`config.mk`:
```
export PLATFORM = sky130hd
export DESIGN_NAME = mem_port_arbiter_flat
export DESIGN_NICKNAME = d
export VERILOG_FILES = /design/src/rtl/mem_port_arbiter_if.sv /design/src/rtl/mem_port_arbiter.sv /design/src/flat_wrapper.sv
export SDC_FILE = /design/constraint.sdc
export NUM_CORES = 1
export LEC_CHECK = 0
export ABC_AREA = 1
export BUFFER_PORTS_ARGS = -buffer_cell sky130_fd_sc_hd__buf_2
export CAP_MARGIN = 20
export CORE_AREA = 4 4 117 119
export CTS_BUF_LIST = sky130_fd_sc_hd__clkbuf_4 sky130_fd_sc_hd__clkbuf_8 sky130_fd_sc_hd__clkbuf_16
export CTS_CLUSTER_SIZE = 12
export DETAILED_ROUTE_END_ITERATION = 6
export DIE_AREA = 0 0 121 123
export SYNTH_ARGS = -nofsm -noshare
export SYNTH_HDL_FRONTEND = slang
export SYNTH_SLANG_ARGS = --single-unit
```
`constraint.sdc`:
```
create_clock -name clk -period 3.9 [get_ports clk]
set_clock_uncertainty 0.1 [all_clocks]
set_input_delay 0.585 -clock clk [delete_from_list [all_inputs] [get_ports clk]]
set_output_delay 0.585 -clock clk [all_outputs]
set_load 0.01 [all_outputs]
```
`src/rtl/mem_port_arbiter_if.sv`:
```
// ---------------------------------------------------------------------------
// mem_port_arbiter_if
//
// SRAM-like request/response bus used on all three sides of the memory port
// arbiter (fetch, data and downstream bridge).
//
// Signals:
//   req     - request valid; held by the requester until addr_ok
//   wr      - 1 = write, 0 = read
//   size    - 0 = byte, 1 = half, 2 = word
//   addr    - byte address
//   wdata   - write data
//   addr_ok - request accepted (one-cycle pulse)
//   data_ok - read data valid / write complete (one-cycle pulse)
//   rdata   - read data, valid with data_ok
//
// Modports:
//   master - the side issuing requests (drives req/wr/size/addr/wdata)
//   slave  - the side serving requests (drives addr_ok/data_ok/rdata)
// ---------------------------------------------------------------------------
interface mem_port_arbiter_if #(
  parameter int ADDR_W = 32,
  parameter int DATA_W = 32
);

  logic              req;
  logic              wr;
  logic [1:0]        size;
  logic [ADDR_W-1:0] addr;
  logic [DATA_W-1:0] wdata;
  logic              addr_ok;
  logic              data_ok;
  logic [DATA_W-1:0] rdata;

  modport master (
    output req,
    output wr,
    output size,
    output addr,
    output wdata,
    input  addr_ok,
    input  data_ok,
    input  rdata
  );

  modport slave (
    input  req,
    input  wr,
    input  size,
    input  addr,
    input  wdata,
    output addr_ok,
    output data_ok,
    output rdata
  );

endinterface : mem_port_arbiter_if

```
`src/rtl/mem_port_arbiter.sv`:
```
// ---------------------------------------------------------------------------
// mem_port_arbiter
//
// Shares one SRAM-like memory port between instruction fetch (read-only) and
// data load/store. At most one transaction is outstanding. A request is
// accepted in IDLE (addr_ok pulses combinationally in that cycle), its fields
// are latched into the downstream registers, and the downstream response is
// routed back only to the port that owns the transaction.
//
// Parameters:
//   ADDR_W - address width of all ports
//   DATA_W - data width of all ports
//
// Ports:
//   clk    - clock
//   reset  - asynchronous, active-high reset
//   i_bus  - fetch port (slave side); wr/size/wdata are ignored, fetches
//            always go downstream as word reads
//   d_bus  - data port (slave side)
//   m_bus  - downstream port towards the memory bridge (master side)
//   busy   - a transaction is outstanding (FSM not in IDLE)
//
// Build option:
//   MEM_ARB_ROUND_ROBIN_EN - when defined, simultaneous fetch and data
//   requests alternate using a last-grant register. When undefined, data
//   always wins and the last-grant register does not exist.
// ---------------------------------------------------------------------------
module mem_port_arbiter #(
  parameter int ADDR_W = 32,
  parameter int DATA_W = 32
) (
  input  logic               clk,
  input  logic               reset,
  mem_port_arbiter_if.slave  i_bus,
  mem_port_arbiter_if.slave  d_bus,
  mem_port_arbiter_if.master m_bus,
  output logic               busy
);

  typedef enum logic [1:0] {
    IDLE = 2'd0,
    ADDR = 2'd1,
    DATA = 2'd2
  } state_e;

  // Owner / grant encoding shared by the owner and last-grant registers.
  localparam logic OWNER_FETCH = 1'b0;
  localparam logic OWNER_DATA  = 1'b1;

  localparam logic [1:0] SIZE_WORD = 2'd2;

  state_e            state_q, state_d;
  logic              owner_q, owner_d;
  logic              m_req_q, m_req_d;
  logic              m_wr_q, m_wr_d;
  logic [1:0]        m_size_q, m_size_d;
  logic [ADDR_W-1:0] m_addr_q, m_addr_d;
  logic [DATA_W-1:0] m_wdata_q, m_wdata_d;

  logic              grant_data;
  logic              i_addr_ok_c;
  logic              d_addr_ok_c;
  logic              resp_done;

  // Fetch requests carry no write information; keep the pins referenced so
  // the interface stays uniform across all three ports.
  logic              unused_fetch_fields;
  assign unused_fetch_fields = ^{i_bus.wr, i_bus.size, i_bus.wdata};

  // -------------------------------------------------------------------------
  // Winner selection (only meaningful in IDLE with at least one request)
  // -------------------------------------------------------------------------
`ifdef MEM_ARB_ROUND_ROBIN_EN
  logic last_grant_q, last_grant_d;

  // On a tie the port that was not granted last time wins; a lone
  // requester always wins regardless of history.
  always_comb begin
    grant_data = d_bus.req && (!i_bus.req || (last_grant_q == OWNER_FETCH));
  end

  always_ff @(posedge clk or posedge reset) begin
    if (reset) begin
      last_grant_q <= OWNER_DATA;
    end else begin
      last_grant_q <= last_grant_d;
    end
  end
`else
  always_comb begin
    grant_data = d_bus.req;
  end
`endif

  // -------------------------------------------------------------------------
  // State and downstream request registers
  // -------------------------------------------------------------------------
  always_ff @(posedge clk or posedge reset) begin
    if (reset) begin
      state_q   <= IDLE;
      owner_q   <= OWNER_DATA;
      m_req_q   <= 1'b0;
      m_wr_q    <= 1'b0;
      m_size_q  <= 2'd0;
      m_addr_q  <= '0;
      m_wdata_q <= '0;
    end else begin
      state_q   <= state_d;
      owner_q   <= owner_d;
      m_req_q   <= m_req_d;
      m_wr_q    <= m_wr_d;
      m_size_q  <= m_size_d;
      m_addr_q  <= m_addr_d;
      m_wdata_q <= m_wdata_d;
    end
  end

  // -------------------------------------------------------------------------
  // Next-state and handshake outputs
  // -------------------------------------------------------------------------
  always_comb begin
    state_d     = state_q;
    owner_d     = owner_q;
    m_req_d     = m_req_q;
    m_wr_d      = m_wr_q;
    m_size_d    = m_size_q;
    m_addr_d    = m_addr_q;
    m_wdata_d   = m_wdata_q;
    i_addr_ok_c = 1'b0;
    d_addr_ok_c = 1'b0;
    resp_done   = 1'b0;
`ifdef MEM_ARB_ROUND_ROBIN_EN
    last_grant_d = last_grant_q;
`endif

    unique case (state_q)
      IDLE: begin
        // Acceptance is suppressed while reset is held so that no addr_ok
        // pulse escapes during an asynchronous reset.
        if (!reset && (i_bus.req || d_bus.req)) begin
          state_d = ADDR;
          m_req_d = 1'b1;
          if (grant_data) begin
            d_addr_ok_c = 1'b1;
            owner_d     = OWNER_DATA;
            m_wr_d      = d_bus.wr;
            m_size_d    = d_bus.size;
            m_addr_d    = d_bus.addr;
            m_wdata_d   = d_bus.wdata;
          end else begin
            i_addr_ok_c = 1'b1;
            owner_d     = OWNER_FETCH;
            m_wr_d      = 1'b0;
            m_size_d    = SIZE_WORD;
            m_addr_d    = i_bus.addr;
            m_wdata_d   = '0;
          end
`ifdef MEM_ARB_ROUND_ROBIN_EN
          last_grant_d = owner_d;
`endif
        end
      end

      ADDR: begin
        // A data_ok without addr_ok here is a stray response and ignored.
        if (m_bus.addr_ok) begin
          m_req_d = 1'b0;
          if (m_bus.data_ok) begin
            resp_done = 1'b1;
            state_d   = IDLE;
          end else begin
            state_d   = DATA;
          end
        end
      end

      DATA: begin
        if (m_bus.data_ok) begin
          resp_done = 1'b1;
          state_d   = IDLE;
        end
      end

      default: begin
        state_d = IDLE;
        m_req_d = 1'b0;
      end
    endcase
  end

  // -------------------------------------------------------------------------
  // Output wiring
  // -------------------------------------------------------------------------
  assign i_bus.addr_ok = i_addr_ok_c;
  assign d_bus.addr_ok = d_addr_ok_c;
  assign i_bus.data_ok = resp_done && (owner_q == OWNER_FETCH);
  assign d_bus.data_ok = resp_done && (owner_q == OWNER_DATA);

  // Read data is a straight pass-through; only the data_ok qualifies it.
  assign i_bus.rdata   = m_bus.rdata;
  assign d_bus.rdata   = m_bus.rdata;

  assign m_bus.req     = m_req_q;
  assign m_bus.wr      = m_wr_q;
  assign m_bus.size    = m_size_q;
  assign m_bus.addr    = m_addr_q;
  assign m_bus.wdata   = m_wdata_q;

  assign busy          = (state_q != IDLE);

endmodule : mem_port_arbiter

```
`src/flat_wrapper.sv`:
```
// flat-port wrapper written by rule: the top's interface ports become plain ports
module mem_port_arbiter_flat 
#(
  parameter int ADDR_W = 32,
  parameter int DATA_W = 32
)
  (clk, reset, busy, i_bus_req, i_bus_wr, i_bus_size, i_bus_addr, i_bus_wdata, i_bus_addr_ok, i_bus_data_ok, i_bus_rdata, d_bus_req, d_bus_wr, d_bus_size, d_bus_addr, d_bus_wdata, d_bus_addr_ok, d_bus_data_ok, d_bus_rdata, m_bus_req, m_bus_wr, m_bus_size, m_bus_addr, m_bus_wdata, m_bus_addr_ok, m_bus_data_ok, m_bus_rdata);
  mem_port_arbiter_if #(.ADDR_W(ADDR_W), .DATA_W(DATA_W)) i_bus_i ();
  mem_port_arbiter_if #(.ADDR_W(ADDR_W), .DATA_W(DATA_W)) d_bus_i ();
  mem_port_arbiter_if #(.ADDR_W(ADDR_W), .DATA_W(DATA_W)) m_bus_i ();
  input  logic clk;
  input  logic reset;
  output logic busy;
  input wire logic [$bits(i_bus_i.req)-1:0] i_bus_req;
  input wire logic [$bits(i_bus_i.wr)-1:0] i_bus_wr;
  input wire logic [$bits(i_bus_i.size)-1:0] i_bus_size;
  input wire logic [$bits(i_bus_i.addr)-1:0] i_bus_addr;
  input wire logic [$bits(i_bus_i.wdata)-1:0] i_bus_wdata;
  output wire logic [$bits(i_bus_i.addr_ok)-1:0] i_bus_addr_ok;
  output wire logic [$bits(i_bus_i.data_ok)-1:0] i_bus_data_ok;
  output wire logic [$bits(i_bus_i.rdata)-1:0] i_bus_rdata;
  input wire logic [$bits(d_bus_i.req)-1:0] d_bus_req;
  input wire logic [$bits(d_bus_i.wr)-1:0] d_bus_wr;
  input wire logic [$bits(d_bus_i.size)-1:0] d_bus_size;
  input wire logic [$bits(d_bus_i.addr)-1:0] d_bus_addr;
  input wire logic [$bits(d_bus_i.wdata)-1:0] d_bus_wdata;
  output wire logic [$bits(d_bus_i.addr_ok)-1:0] d_bus_addr_ok;
  output wire logic [$bits(d_bus_i.data_ok)-1:0] d_bus_data_ok;
  output wire logic [$bits(d_bus_i.rdata)-1:0] d_bus_rdata;
  output wire logic [$bits(m_bus_i.req)-1:0] m_bus_req;
  output wire logic [$bits(m_bus_i.wr)-1:0] m_bus_wr;
  output wire logic [$bits(m_bus_i.size)-1:0] m_bus_size;
  output wire logic [$bits(m_bus_i.addr)-1:0] m_bus_addr;
  output wire logic [$bits(m_bus_i.wdata)-1:0] m_bus_wdata;
  input wire logic [$bits(m_bus_i.addr_ok)-1:0] m_bus_addr_ok;
  input wire logic [$bits(m_bus_i.data_ok)-1:0] m_bus_data_ok;
  input wire logic [$bits(m_bus_i.rdata)-1:0] m_bus_rdata;
  assign i_bus_i.req = i_bus_req;
  assign i_bus_i.wr = i_bus_wr;
  assign i_bus_i.size = i_bus_size;
  assign i_bus_i.addr = i_bus_addr;
  assign i_bus_i.wdata = i_bus_wdata;
  assign i_bus_addr_ok = i_bus_i.addr_ok;
  assign i_bus_data_ok = i_bus_i.data_ok;
  assign i_bus_rdata = i_bus_i.rdata;
  assign d_bus_i.req = d_bus_req;
  assign d_bus_i.wr = d_bus_wr;
  assign d_bus_i.size = d_bus_size;
  assign d_bus_i.addr = d_bus_addr;
  assign d_bus_i.wdata = d_bus_wdata;
  assign d_bus_addr_ok = d_bus_i.addr_ok;
  assign d_bus_data_ok = d_bus_i.data_ok;
  assign d_bus_rdata = d_bus_i.rdata;
  assign m_bus_req = m_bus_i.req;
  assign m_bus_wr = m_bus_i.wr;
  assign m_bus_size = m_bus_i.size;
  assign m_bus_addr = m_bus_i.addr;
  assign m_bus_wdata = m_bus_i.wdata;
  assign m_bus_i.addr_ok = m_bus_addr_ok;
  assign m_bus_i.data_ok = m_bus_data_ok;
  assign m_bus_i.rdata = m_bus_rdata;
  mem_port_arbiter #(.ADDR_W(ADDR_W), .DATA_W(DATA_W)) u_core (.clk(clk), .reset(reset), .i_bus(i_bus_i), .d_bus(d_bus_i), .m_bus(m_bus_i), .busy(busy));
endmodule
```
==> impl_results.md <==
* Largest net degree at the start of global routing at 59
* Status: finished clean
* CTS Buf Count at 9
* Initial antenna violation count at 0
* DRC at 0
* Clock latency at the later pin of the worst-skew pair at 0.33 ns
* Initial Util at 29.2%
* Final GP Congestion at 0.762
* DR pass1 iterations at 4
* Static Leak at 2.50 nW
* Clk root buf: clkbuf_16
* Crit path max-delay family: buffers and inverters
* Final wirelength at 9.55 mm
* Setup TNS at 0 ns
* Reg2Reg Launch Point: u_core.state_q[0]
* Hold_ws at 0.284 ns
* Critical path class: flop to output port
* Die Y at 123 um
* CP required at 3.21 ns
* Endpoints failing setup at 0
* Synth Instances at 434
* Power density over the cells at 746 nW/um2
* Setup ws final at 1.25 ns
* Finished Layout Cells at 718
* Register area at 1780 um2
* Slew Limit Headroom at 52.2%
* Critical Path Start Type: flop
* Ant diodes at 0
* Max incr delay on CP at 0.42 ns
* Clock buffer depth at 2
* Fmax at 377 MHz
* Synthesized area at 3670 um2
* Most frequent CP cell: inv_1
* Critical Path End Type: output port
* Slew Viols, Final at 0
* CP cell instances: inv_1 -> ha_1 -> inv_2 -> nor2_2 -> nand2_1 -> inv_1 -> buf_4 -> buf_2
* RSZ-0062 raised after global routing: false
* Row count at 41
* Worst EP arrival at 1.97 ns
* Final period util at 68.0%
* Netlist cell types at 20
* Critical path peak fanout at 23
* Worst hold-check path type: input port to asynchronous set/reset pin
* Initial DRC count at 122
* Global-route wire length before repair at 15.1 mm
* # Max-Cap Violations at 0
* Worst path slowest cell: dfrtp_1
* Least-Margin Pin Slew at 0.715 ns
* Minimum clock period at 2.65 ns
* Die W at 121 um
* Avg Vias per Cell at 4.33
* Core ar. at 12600 um2
* Hpwl dp at 7.22 mm
* Synth Register Bits at 71
* Placed insts at 702
* GRT overflow at 0
* Port bufs at 177
* Sink Count at 71
* Final core occ at 35.9%
* Vias at 3109
* Clock-pin slew of the registers on the worst-case setup and hold paths at 0.06 ns
* DR WL/cell at 13.3 um
* CP Buf/Inv Count at 5
* Max VDD drop at 0.289 mV
* Synth warnings at 0
* Area of the multi-input gates at 1240 um2
* Area Overhead vs Synth at 22.9%
* I/O pin total at 309
* H-tree depth at 3
* Synth Area per Inst at 8.46 um2
* Antenna viol nets, final at 0
* Share of layout cells above drive strength 1 at 39.4%
* Vias in the first global route at 3066
* GRT Total Usage at 13.0%
* CTS Hold Bufs at 0
* CTS tree: yes
* Place WS at 1.40 ns
* Final Hold Fails at 0
* Sequential fraction of the synthesis area at 48.4%
* Post-CTS sizing at 0
* Final #Nets at 717
* Crit path from: u_core.state_q[0]
* # fillers at 1297
* Postcts setup bufs at 0
* Syn nets at 610
* Die ar. at 14900 um2
==> sequential cells by signal (all words and copies together), names as in the netlist <==
signal and cells:
u_core.m_bus.wr 1, u_core.state_q 2, u_core.m_bus.req 1, u_core.m_bus.size 2, u_core.m_bus.addr 32, u_core.m_bus.wdata 32
u_core.owner_q 1
==> report_power, final <==
part | internal (mW) | switching (mW)
Sequential | 1.10 | 0.185
Combinational | 0.520 | 0.736
Clock | 0.533 | 0.297
==> cell usage in the layout (no fill, tap or decap), drive strengths merged <==
| cell type | instances |
|---|---|
| dfstp | 1 |
| dfrtp | 70 |
| buf | 182 |
| o21ai | 15 |
| bufinv | 1 |
| nand3 | 4 |
| nand4 | 3 |
| inv | 13 |
| clkbuf | 13 |
| nor2 | 68 |
| clkinv | 1 |
| o22a | 1 |
| o31ai | 31 |
| ha | 4 |
| nand2 | 138 |
| clkinvlp | 1 |
==> final timing paths <==
check	to	slack, ns	depth (start not counted)
worst min-delay path	u_core.m_bus.req	0.28	2
max in group asynchronous	u_core.owner_q	2.42	3
worst max-delay path	d_bus_addr_ok	1.25	8
worst max register to register	u_core.m_bus.addr[10]	1.97	8
min in group clk	u_core.m_bus.wdata[13]	0.35	3
worst min register to register	u_core.m_bus.wdata[0]	0.38	2
==> cell usage after synthesis <==
library cell,number,area (um2)
dfrtp_1,70,1750
nor2_1,67,251
ha_1,4,50.1
buf_2,13,65.1
o21ai_0,10,50.1
nor2_2,1,6.26
o21ai_1,5,25.0
inv_2,2,7.51
nand2_2,1,6.26
dfstp_2,1,26.3
buf_6,3,33.8
nand4_1,3,18.8
o22a_1,1,8.76
inv_1,11,41.3
buf_4,65,488
nand3_1,4,20.0
o31ai_1,20,150
o31ai_2,11,138
nand2_1,137,514
clkbuf_1,5,18.8
==> routing by layer <==
layer | global-route usage, % | up-vias | share of wire [%]
met3 | 4.53 | 25 | 10
li1 | - | 1523 | -
met1 | 15.0 | 1409 | 39
met4 | 6.87 | 0 | 2.6
met5 | 0 | - | 0
met2 | 21.2 | 152 | 48
==> per-stage QoR <==
stage	cell area, um2	power, mW
after floorplan	3670	2.10
after global placement	4210	2.54
after detailed placement	4210	2.58
after CTS	4510	3.43
after global routing	4510	3.65
final	4510	3.37
==> area by class of cell <==
class	instances	share of cell area, %
multi-input combinational	264	27.6
tap	172	4.77
sequential	71	39.4
timing repair buffer	182	20.5
inverter	13	1.08
clock buffer	13	5.79
clock inverter	3	0.943
==> kinds of logic (layout without fill, tap and decap cells) <==
logic type      count (synthesis)  count (layout)  synth area share (%)
simple gates                  213             213                  22.3
buf+inv                        99             211                  17.8
flops                          71              71                  48.4
compound gates                 47              47                  10.1
fa+ha+maj                       4               4                  1.36
Note: power is estimated with default switching activity, not from simulation.
